<file path="config.mk">
export PLATFORM = sky130hd
export DESIGN_NAME = c3po_reg_bridge
export DESIGN_NICKNAME = d
export VERILOG_FILES = /design/src/rtl/c3po_reg_bridge.sv
export SDC_FILE = /design/constraint.sdc
export NUM_CORES = 1
export LEC_CHECK = 0
export BUFFER_PORTS_ARGS = -buffer_cell sky130_fd_sc_hd__buf_2
export CAP_MARGIN = 15
export CORE_MARGIN = 2
export CORE_UTILIZATION = 49
export CTS_CLUSTER_SIZE = 8
export DETAILED_ROUTE_END_ITERATION = 7
export PLACE_DENSITY_LB_ADDON = 0.05
export SLEW_MARGIN = 20
export SYNTH_ARGS = -nofsm -noshare
export SYNTH_HDL_FRONTEND = slang
export SYNTH_SLANG_ARGS = --single-unit
</file>
<file path="constraint.sdc">
create_clock -name clk -period 5 [get_ports clk]
set_clock_uncertainty 0.1 [all_clocks]
set_input_delay 0.5 -clock clk [delete_from_list [all_inputs] [get_ports clk]]
set_output_delay 0.5 -clock clk [all_outputs]
set_load 0.05 [all_outputs]
</file>
<file path="src/rtl/c3po_reg_bridge.sv">
// Command-to-register bridge for the C-3PO register block.
// One command in flight: decode, drive req until ack or timeout, return status.
module c3po_reg_bridge #(
  parameter int PORTS_P       = 4,
  parameter int ADDR_OFFSET_P = 10,
  parameter int ADDR_SIZE_P   = 6,
  parameter int TIMEOUT_P     = 16
) (
  input  logic                   clk,
  input  logic                   reset_L,
  input  logic                   cmd_valid,
  output logic                   cmd_ready,
  input  logic [ADDR_SIZE_P-1:0] cmd_addr,
  input  logic                   cmd_rd_wr,
  input  logic [31:0]            cmd_wdata,
  output logic                   rsp_valid,
  input  logic                   rsp_ready,
  output logic [31:0]            rsp_rdata,
  output logic [1:0]             rsp_err,
  output logic                   req,
  output logic [ADDR_SIZE_P-1:0] addr,
  output logic                   rd_wr,
  output logic [31:0]            write_val,
  input  logic [31:0]            read_val,
  input  logic                   ack,
  output logic [7:0]             err_count
);

  localparam int CW = (TIMEOUT_P > 1) ? $clog2(TIMEOUT_P) : 1;
  localparam logic [CW-1:0] CNT_LAST = CW'(TIMEOUT_P - 1);

  localparam logic [1:0] ERR_OK  = 2'b00;
  localparam logic [1:0] ERR_DEC = 2'b01;
  localparam logic [1:0] ERR_TMO = 2'b10;

  typedef enum logic [1:0] {
    IDLE,
    ISSUE,
    RESP
  } state_t;

  state_t                 state, state_n;
  logic                   req_n;
  logic [ADDR_SIZE_P-1:0] addr_n;
  logic                   rd_wr_n;
  logic [31:0]            wval_n;
  logic [31:0]            rdata_n;
  logic [1:0]             err_n;
  logic [7:0]             ecnt_n;
  logic [CW-1:0]          cnt, cnt_n;
  logic                   hit;

  // Compare at 32 bits so a slice base beyond the address range never aliases.
  always_comb begin
    hit = 1'b0;
    for (int i = 0; i < PORTS_P; i++) begin
      if (32'(cmd_addr) == 32'(ADDR_OFFSET_P * i))
        hit = 1'b1;
    end
  end

  assign cmd_ready = (state == IDLE);
  assign rsp_valid = (state == RESP);

  always_comb begin
    state_n = state;
    req_n   = req;
    addr_n  = addr;
    rd_wr_n = rd_wr;
    wval_n  = write_val;
    rdata_n = rsp_rdata;
    err_n   = rsp_err;
    ecnt_n  = err_count;
    cnt_n   = cnt;
    unique case (state)
      IDLE: begin
        if (cmd_valid) begin
          addr_n  = cmd_addr;
          rd_wr_n = cmd_rd_wr;
          wval_n  = cmd_wdata;
          if (hit) begin
            state_n = ISSUE;
            req_n   = 1'b1;
            cnt_n   = '0;
          end else begin
            state_n = RESP;
            rdata_n = '0;
            err_n   = ERR_DEC;
            if (err_count != 8'hFF)
              ecnt_n = err_count + 8'd1;
          end
        end
      end
      ISSUE: begin
        if (ack) begin
          state_n = RESP;
          req_n   = 1'b0;
          rdata_n = rd_wr ? 32'd0 : read_val;
          err_n   = ERR_OK;
        end else if (cnt == CNT_LAST) begin
          state_n = RESP;
          req_n   = 1'b0;
          rdata_n = '0;
          err_n   = ERR_TMO;
          if (err_count != 8'hFF)
            ecnt_n = err_count + 8'd1;
        end else begin
          cnt_n = cnt + 1'b1;
        end
      end
      RESP: begin
        if (rsp_ready)
          state_n = IDLE;
      end
      default: state_n = IDLE;
    endcase
  end

  always_ff @(posedge clk) begin
    if (!reset_L) begin
      state     <= IDLE;
      req       <= 1'b0;
      addr      <= '0;
      rd_wr     <= 1'b0;
      write_val <= '0;
      rsp_rdata <= '0;
      rsp_err   <= ERR_OK;
      err_count <= '0;
      cnt       <= '0;
    end else begin
      state     <= state_n;
      req       <= req_n;
      addr      <= addr_n;
      rd_wr     <= rd_wr_n;
      write_val <= wval_n;
      rsp_rdata <= rdata_n;
      rsp_err   <= err_n;
      err_count <= ecnt_n;
      cnt       <= cnt_n;
    end
  end

endmodule

</file>
==> results.sh, run 1 <==
export IMPL_critical_path_endpoint_type="register"
export IMPL_clockBufferDepth=2
export IMPL_cts_tree="done"
export IMPL_grt_use_total_pct=21.3
export IMPL_place_gp_congestion=0.733
export IMPL_fin_crit_sh_pct=43.1
export IMPL_setup_viol=0
export IMPL_worstPathRequired_ps=5190
export IMPL_place_port_buffers=159
export IMPL_ys_top_cells_by_area="dfxtp_1 (55%), nand2_1 (11%), a22o_1 (8.7%)"
export IMPL_antenna_found_initial=0
export IMPL_async_flop_share_pct=0
export IMPL_synth_top_area_cell="dfxtp_1"
export IMPL_wire_per_inst_um=13.2
export IMPL_critPathBufInv=1
export IMPL_syn_to_final_growth_pct=33.6
export IMPL_htree_levels=3
export IMPL_chipHeight_um=85.0
export IMPL_nets=583
export IMPL_dpl_hpwl_mm=5.48
export IMPL_synthesis_area_um2=3220
export IMPL_fill_cells=528
export IMPL_diodes=0
export IMPL_start_util_pct=50.7
export IMPL_hold_class="input port to register"
export IMPL_fin_area_um2=4300
export IMPL_max_freq_mhz=464
export IMPL_ys_seq_area_share_pct=54.8
export IMPL_overflow=0
export IMPL_rr_startpoint="cnt[0]"
export IMPL_cp_max_fo=19
export IMPL_synth_cell_types=35
export IMPL_slew_headroom_pct=57.6
export IMPL_netlist_instances=353
export IMPL_cts_buffers=9
export IMPL_hold_viol_final=0
export IMPL_slew_violations=0
export IMPL_num_rows=29
export IMPL_avgSynthCellArea_um2=9.11
export IMPL_clock_sinks=88
export IMPL_crit_path_start_kind="register"
export IMPL_ff2ff_path_depth=6
export IMPL_ir_drop_mv=0.212
export IMPL_dpl_cell_area_um2=4070
export IMPL_synthFlopType="dfxtp_1"
export IMPL_dieArea_um2=7230
export IMPL_core_um2=6350
export IMPL_worstSetupPathType="register to register"
export IMPL_dr_total_vias=3031
export IMPL_grt_setup_unrepaired="no"
export IMPL_grt_pass1_vias=2821
export IMPL_cts_hold_buffers=0
export IMPL_multi_input_comb_area_um2=1350
export IMPL_crit_end="rsp_rdata[1]"
export IMPL_ant_nets=0
export IMPL_io_pins=160
export IMPL_cpLargestDelayFamily="compound AO/OA/AOI/OAI gates"
export IMPL_whs_ps=268
export IMPL_finalWirelength_mm=7.74
export IMPL_clkTransAtPathRegs_ps=80
export IMPL_max_stage_delay_ps=530
export IMPL_die_w_um=85.0
export IMPL_synth_edf_count=0
export IMPL_dp_slack_ps=2630
export IMPL_power_per_cell_area_nw_per_um2=353
export IMPL_synth_seq_cells=88
export IMPL_avgViaCountPerCell=5.17
export IMPL_yosys_warnings=0
export IMPL_root_buffer="clkbuf_8"
export IMPL_r2r_slack_ps=2840
export IMPL_cap_violations=0
export IMPL_crit_slowest_cell="o31ai_4"
export IMPL_worstPathArrival_ps=2350
export IMPL_worstMarginPinSlew_ps=636
export IMPL_setup_slack_ps=2840
export IMPL_tns_ps=0
export IMPL_synth_nets=431
export IMPL_cts_resized=0
export IMPL_drcViolationCount=0
export IMPL_seq_area_um2=1760
export IMPL_drt_iter0_markers=115
export IMPL_path_depth=6
export IMPL_status="complete, no violations"
export IMPL_r2r_end="rsp_rdata[1]"
export IMPL_power_leakage_uw=0.00204
export IMPL_synth_top_cell_area_share_pct=54.8
export IMPL_drtPass1Iterations=4
export IMPL_insertion_delay_ps=340
export IMPL_min_period_ps=2160
export IMPL_crit_chain="ha_1, a31o_2, and2_1, o31ai_4, buf_8, a22o_1"
export IMPL_worstSetupStartpoint="cnt[0]"
export IMPL_grt_max_degree=49
export IMPL_cts_setup_buffers=0
export IMPL_final_layout_size_suffix_gt1_share_pct=36.9
export IMPL_grt_pass1_wl_mm=12.6
==> routing by layer <==
layer  GRT usage, %  up-vias  wire length (um)
met5              0        -                 0
met4           10.1        0               201
met3           7.00       19               791
met2           33.1      134              3310
met1           26.8     1363              3430
li1               -     1515                 -
==> synth_stat cells, types with 2 or more instances <==
| cell | number |
|---|---|
| xnor2_1 | 3 |
| a22o_1 | 32 |
| nand4_1 | 2 |
| dfxtp_1 | 88 |
| nand2b_1 | 9 |
| inv_1 | 4 |
| nand3_1 | 10 |
| o21ai_0 | 2 |
| a211oi_1 | 2 |
| clkbuf_1 | 16 |
| nor2_1 | 4 |
| a21oi_1 | 48 |
| nor3_1 | 2 |
| mux2i_1 | 7 |
| nand2_1 | 96 |
| a31oi_1 | 2 |
| buf_2 | 3 |
| buf_1 | 2 |
| buf_6 | 2 |
| or3_1 | 2 |
| and2b_2 | 2 |
| ha_1 | 2 |
==> layout by cell type, fill, tap and decap left out <==
cell	netlist	final
xor2_1	1	1
nor4_1	1	1
clkinv_4	0	2
xnor2_1	3	3
ha_1	2	2
buf_2	3	159
a211o_1	1	1
nor3_2	0	1
nor2_1	4	4
a211oi_1	2	2
dfxtp_1	88	88
clkbuf_8	0	11
a21oi_1	48	48
and2b_2	2	2
and2_1	1	1
nor3_1	2	1
buf_8	0	1
a221oi_2	1	1
nand2_1	96	96
inv_1	4	4
bufinv_16	0	2
a31o_2	1	1
a311oi_1	1	1
nand3_1	10	10
a2111oi_2	1	1
nand2b_1	9	9
nor3b_2	0	1
or2_1	1	1
o21ai_0	2	2
and3_1	1	1
nand4_1	2	2
mux2i_1	7	7
o31ai_4	0	1
or3_1	2	2
a311o_2	1	1
buf_4	0	4
a22o_1	32	32
a31oi_1	2	2
==> kinds of logic (layout without fill, tap and decap cells) <==
logic type	count (synthesis)	in the layout	synth area share, %
compound gates	93	93	19.8
buf+inv	27	183	3.73
flops	88	88	54.8
mux	7	7	2.18
xor+xnor	4	4	1.09
simple gates	132	132	17.6
fa+ha+maj	2	2	0.778
==> worst min path at each step <==
stage          slack, ps            end  depth (start not counted)     startpoint
5_1_grt              250  rsp_rdata[20]                          2   read_val[20]
3_3_place_gp         340  write_val[17]                          2  write_val[17]
6_report             270  rsp_rdata[11]                          2   read_val[11]
4_1_cts              260  rsp_rdata[20]                          2   read_val[20]
3_5_place_dp         340  write_val[12]                          2  write_val[12]
2_1_floorplan        370         cnt[1]                          2         cnt[1]
==> worst reg2reg max path: stages (launching register included) <==
cell and delay, ps:
dfxtp_1 350, ha_1 250, a31o_2 290, and2_1 190
o31ai_4 530, buf_8 250, a22o_1 140
==> power breakdown <==
part | switching, uW | total (uW) | internal, uW
Sequential | 13.4 | 739 | 725
Combinational | 166 | 232 | 66.7
Clock | 237 | 544 | 308
Total | 416 | 1520 | 1100
==> final cells by class <==
class                   instances  share of cell area (%)
well taps                      77                    2.24
repair buffers                164                    19.6
multi-input cells             238                    31.5
flip-flops and latches         88                    41.0
clock buffers                  11                    3.52
inverters                       4                   0.349
clock inverters                 4                    1.81
==> state kept, by name, indices dropped and copies added, names as in the netlist <==
signal and count:
req 1, state 2, rsp_rdata 32, cnt 4, write_val 32, err_count 8
rd_wr 1, addr 6, rsp_err 2
==> through the flow <==
stage	utilization [%]	total power (uW)	instances
2_1_floorplan	-	915	353
3_3_place_gp	63.8	983	570
3_5_place_dp	64.1	989	571
4_1_cts	67.7	1530	586
5_1_grt	67.7	1580	586
6_report	67.7	1520	586
Power figures use the tool's default switching activity.
==> run 2, diff against run 1 <==
--- a/config.mk
+++ b/config.mk
@@ -8,7 +8,7 @@
 export BUFFER_PORTS_ARGS = -buffer_cell sky130_fd_sc_hd__buf_2
 export CAP_MARGIN = 15
 export CORE_MARGIN = 2
-export CORE_UTILIZATION = 49
+export CORE_UTILIZATION = 45
 export CTS_CLUSTER_SIZE = 8
 export DETAILED_ROUTE_END_ITERATION = 7
 export PLACE_DENSITY_LB_ADDON = 0.05
==> constraint.sdc (replaced) <==
create_clock -name clk -period 2.1 [get_ports clk]
set_clock_uncertainty 0.1 [all_clocks]
set_input_delay 0.21 -clock clk [delete_from_list [all_inputs] [get_ports clk]]
set_output_delay 0.21 -clock clk [all_outputs]
set_load 0.05 [all_outputs]
==> run 2 against run 1 <==
Global-route usage grew 1.5 points; first-iteration DRC count grew 48%; final area grew 16%; die area grew 8.5%; routed wire length grew 19%; combinational power grew to 2.8 times the previous value; power grew to 2.6 times the previous value; non-clock buffer count grew 62; cell count grew 14%.
==> results.sh, run 2 (synthesis results as in run 1) <==
export IMPL_crit_chain="ha_1, nand3_1, or3_4, a2111oi_2, mux2i_1"
export IMPL_wl_met1_mm=3.96
export IMPL_io_pins=160
export IMPL_cp_max_fo=9
export IMPL_grt_pass1_vias=3095
export IMPL_critical_path_endpoint_type="register"
export IMPL_power_uw=3880
export IMPL_drtPass1Iterations=4
export IMPL_htree_levels=3
export IMPL_setup_viol=0
export IMPL_max_stage_delay_ps=410
export IMPL_drt_iter0_markers=170
export IMPL_hold_viol_final=0
export IMPL_power_per_cell_area_nw_per_um2=778
export IMPL_grt_setup_unrepaired="no"
export IMPL_dr_total_vias=3275
export IMPL_min_period_ps=1850
export IMPL_p_int_uw=2850
export IMPL_status="complete, no violations"
export IMPL_mostFrequentLayoutCells="buf_2 (159), nand2_1 (96), dfxtp_1 (88)"
export IMPL_antenna_found_initial=0
export IMPL_syn_to_final_growth_pct=54.9
export IMPL_die_w_um=88.6
export IMPL_chipHeight_um=88.6
export IMPL_slew_headroom_pct=66.9
export IMPL_worstPathArrival_ps=2020
export IMPL_cts_buffers=9
export IMPL_dpl_cell_area_um2=4100
export IMPL_root_buffer="clkbuf_8"
export IMPL_final_common_cell="buf_2"
export IMPL_wire_per_inst_um=13.7
export IMPL_max_freq_mhz=540
export IMPL_grt_use_total_pct=22.8
export IMPL_nets=645
export IMPL_diodes=0
export IMPL_clock_sinks=88
export IMPL_cts_tree="done"
export IMPL_crit_path_start_kind="register"
export IMPL_grt_pass1_wl_mm=14.1
export IMPL_place_gp_congestion=0.738
export IMPL_ant_nets=0
export IMPL_drcViolationCount=0
export IMPL_fin_crit_sh_pct=88.2
export IMPL_avgViaCountPerCell=4.90
export IMPL_finalWirelength_mm=9.18
export IMPL_dr_wl_met2_mm=4.30
export IMPL_overflow=0
export IMPL_worstSetupPathType="register to register"
export IMPL_final_layout_size_suffix_gt1_share_pct=33.4
export IMPL_p_comb_share_pct=16.9
export IMPL_p_sw_uw=1020
export IMPL_ir_drop_mv=0.464
export IMPL_top_layer="met4"
export IMPL_hold_class="input port to register"
export IMPL_top_regs="rsp_rdata: 32 flops, write_val: 32 flops, err_count: 8 flops"
export IMPL_grt_max_degree=48
export IMPL_wl_met3_um=777
export IMPL_insertion_delay_ps=340
export IMPL_cap_violations=0
export IMPL_worstMarginPinSlew_ps=496
export IMPL_num_rows=30
export IMPL_dpl_hpwl_mm=5.63
export IMPL_tns_ps=0
export IMPL_crit_slowest_cell="a2111oi_2"
export IMPL_clockBufferDepth=2
export IMPL_clkTransAtPathRegs_ps=80
export IMPL_p_seq_share_pct=45.3
export IMPL_worstPathRequired_ps=2270
export IMPL_place_port_buffers=159
export IMPL_fin_area_um2=4980
export IMPL_slew_violations=0
export IMPL_core_um2=6870
export IMPL_switching_share_pct=26.4
export IMPL_start_util_pct=46.8
export IMPL_dieArea_um2=7840
export IMPL_clkPwrFrac_pct=37.8
export IMPL_whs_ps=16.9
export IMPL_power_leakage_uw=0.00232
[run 2: per-stage QoR]
step                      utilization (%)  instances  worst slack (ps)
after floorplan                         -        353               252
after global placement               59.7        591               187
after detailed placement             59.7        591               150
after CTS                            72.0        665               132
after global routing                 72.6        668               106
final                                72.6        668               247
[run 2: worst paths after layout]
check | startpoint | to | slack (ps) | cells after the start
worst min-delay path | cmd_wdata[30] | write_val[30] | 20 | 3
worst max-delay path | cnt[0] | err_count[7] | 250 | 5
worst max register to register | cnt[0] | err_count[7] | 250 | 5
worst min register to register | write_val[28] | write_val[28] | 360 | 2
[run 2: layout make-up]
cell class / count / area (um^2)
inverters: 4 / 15.0
well taps: 96 / 120
repair buffers: 226 / 1460
flip-flops and latches: 88 / 1760
multi-input cells: 238 / 1360
fillers: 518 / 1890
clock inverters: 4 / 98.8
clock buffers: 12 / 165
[run 2: routing by layer]
layer  track usage [%]  up-vias
li1                  -     1646
met1              27.8     1483
met2              37.9      132
met3              8.12       14
met4              6.89        0
met5                 0        -
[run 2: power groups by stage]
stage,Sequential (uW),Combinational (uW),Clock [uW]
after global routing,1770,704,1570
final,1760,654,1470
after global placement,1790,556,0
after CTS,1760,647,1490
after floorplan,1990,184,0
after detailed placement,1800,561,0
[run 2: what timing repair did]
action                                 in CTS  in global routing
setup endpoints to repair                   0                  1
hold buffers                               58                  3
setup buffers                               0                  0
resized for setup                           0                  1
endpoints found under the hold margin      58                  3
[run 2: worst max-delay path: cells and delay by family (launching register included)]
| family | cells | cell delay [ps] |
|---|---|---|
| and+or+nand+nor | 2 | 480 |
| AOI/OAI and AO/OA | 1 | 410 |
| DFF | 1 | 370 |
| adders and majority gates | 1 | 220 |
| muxes | 1 | 210 |
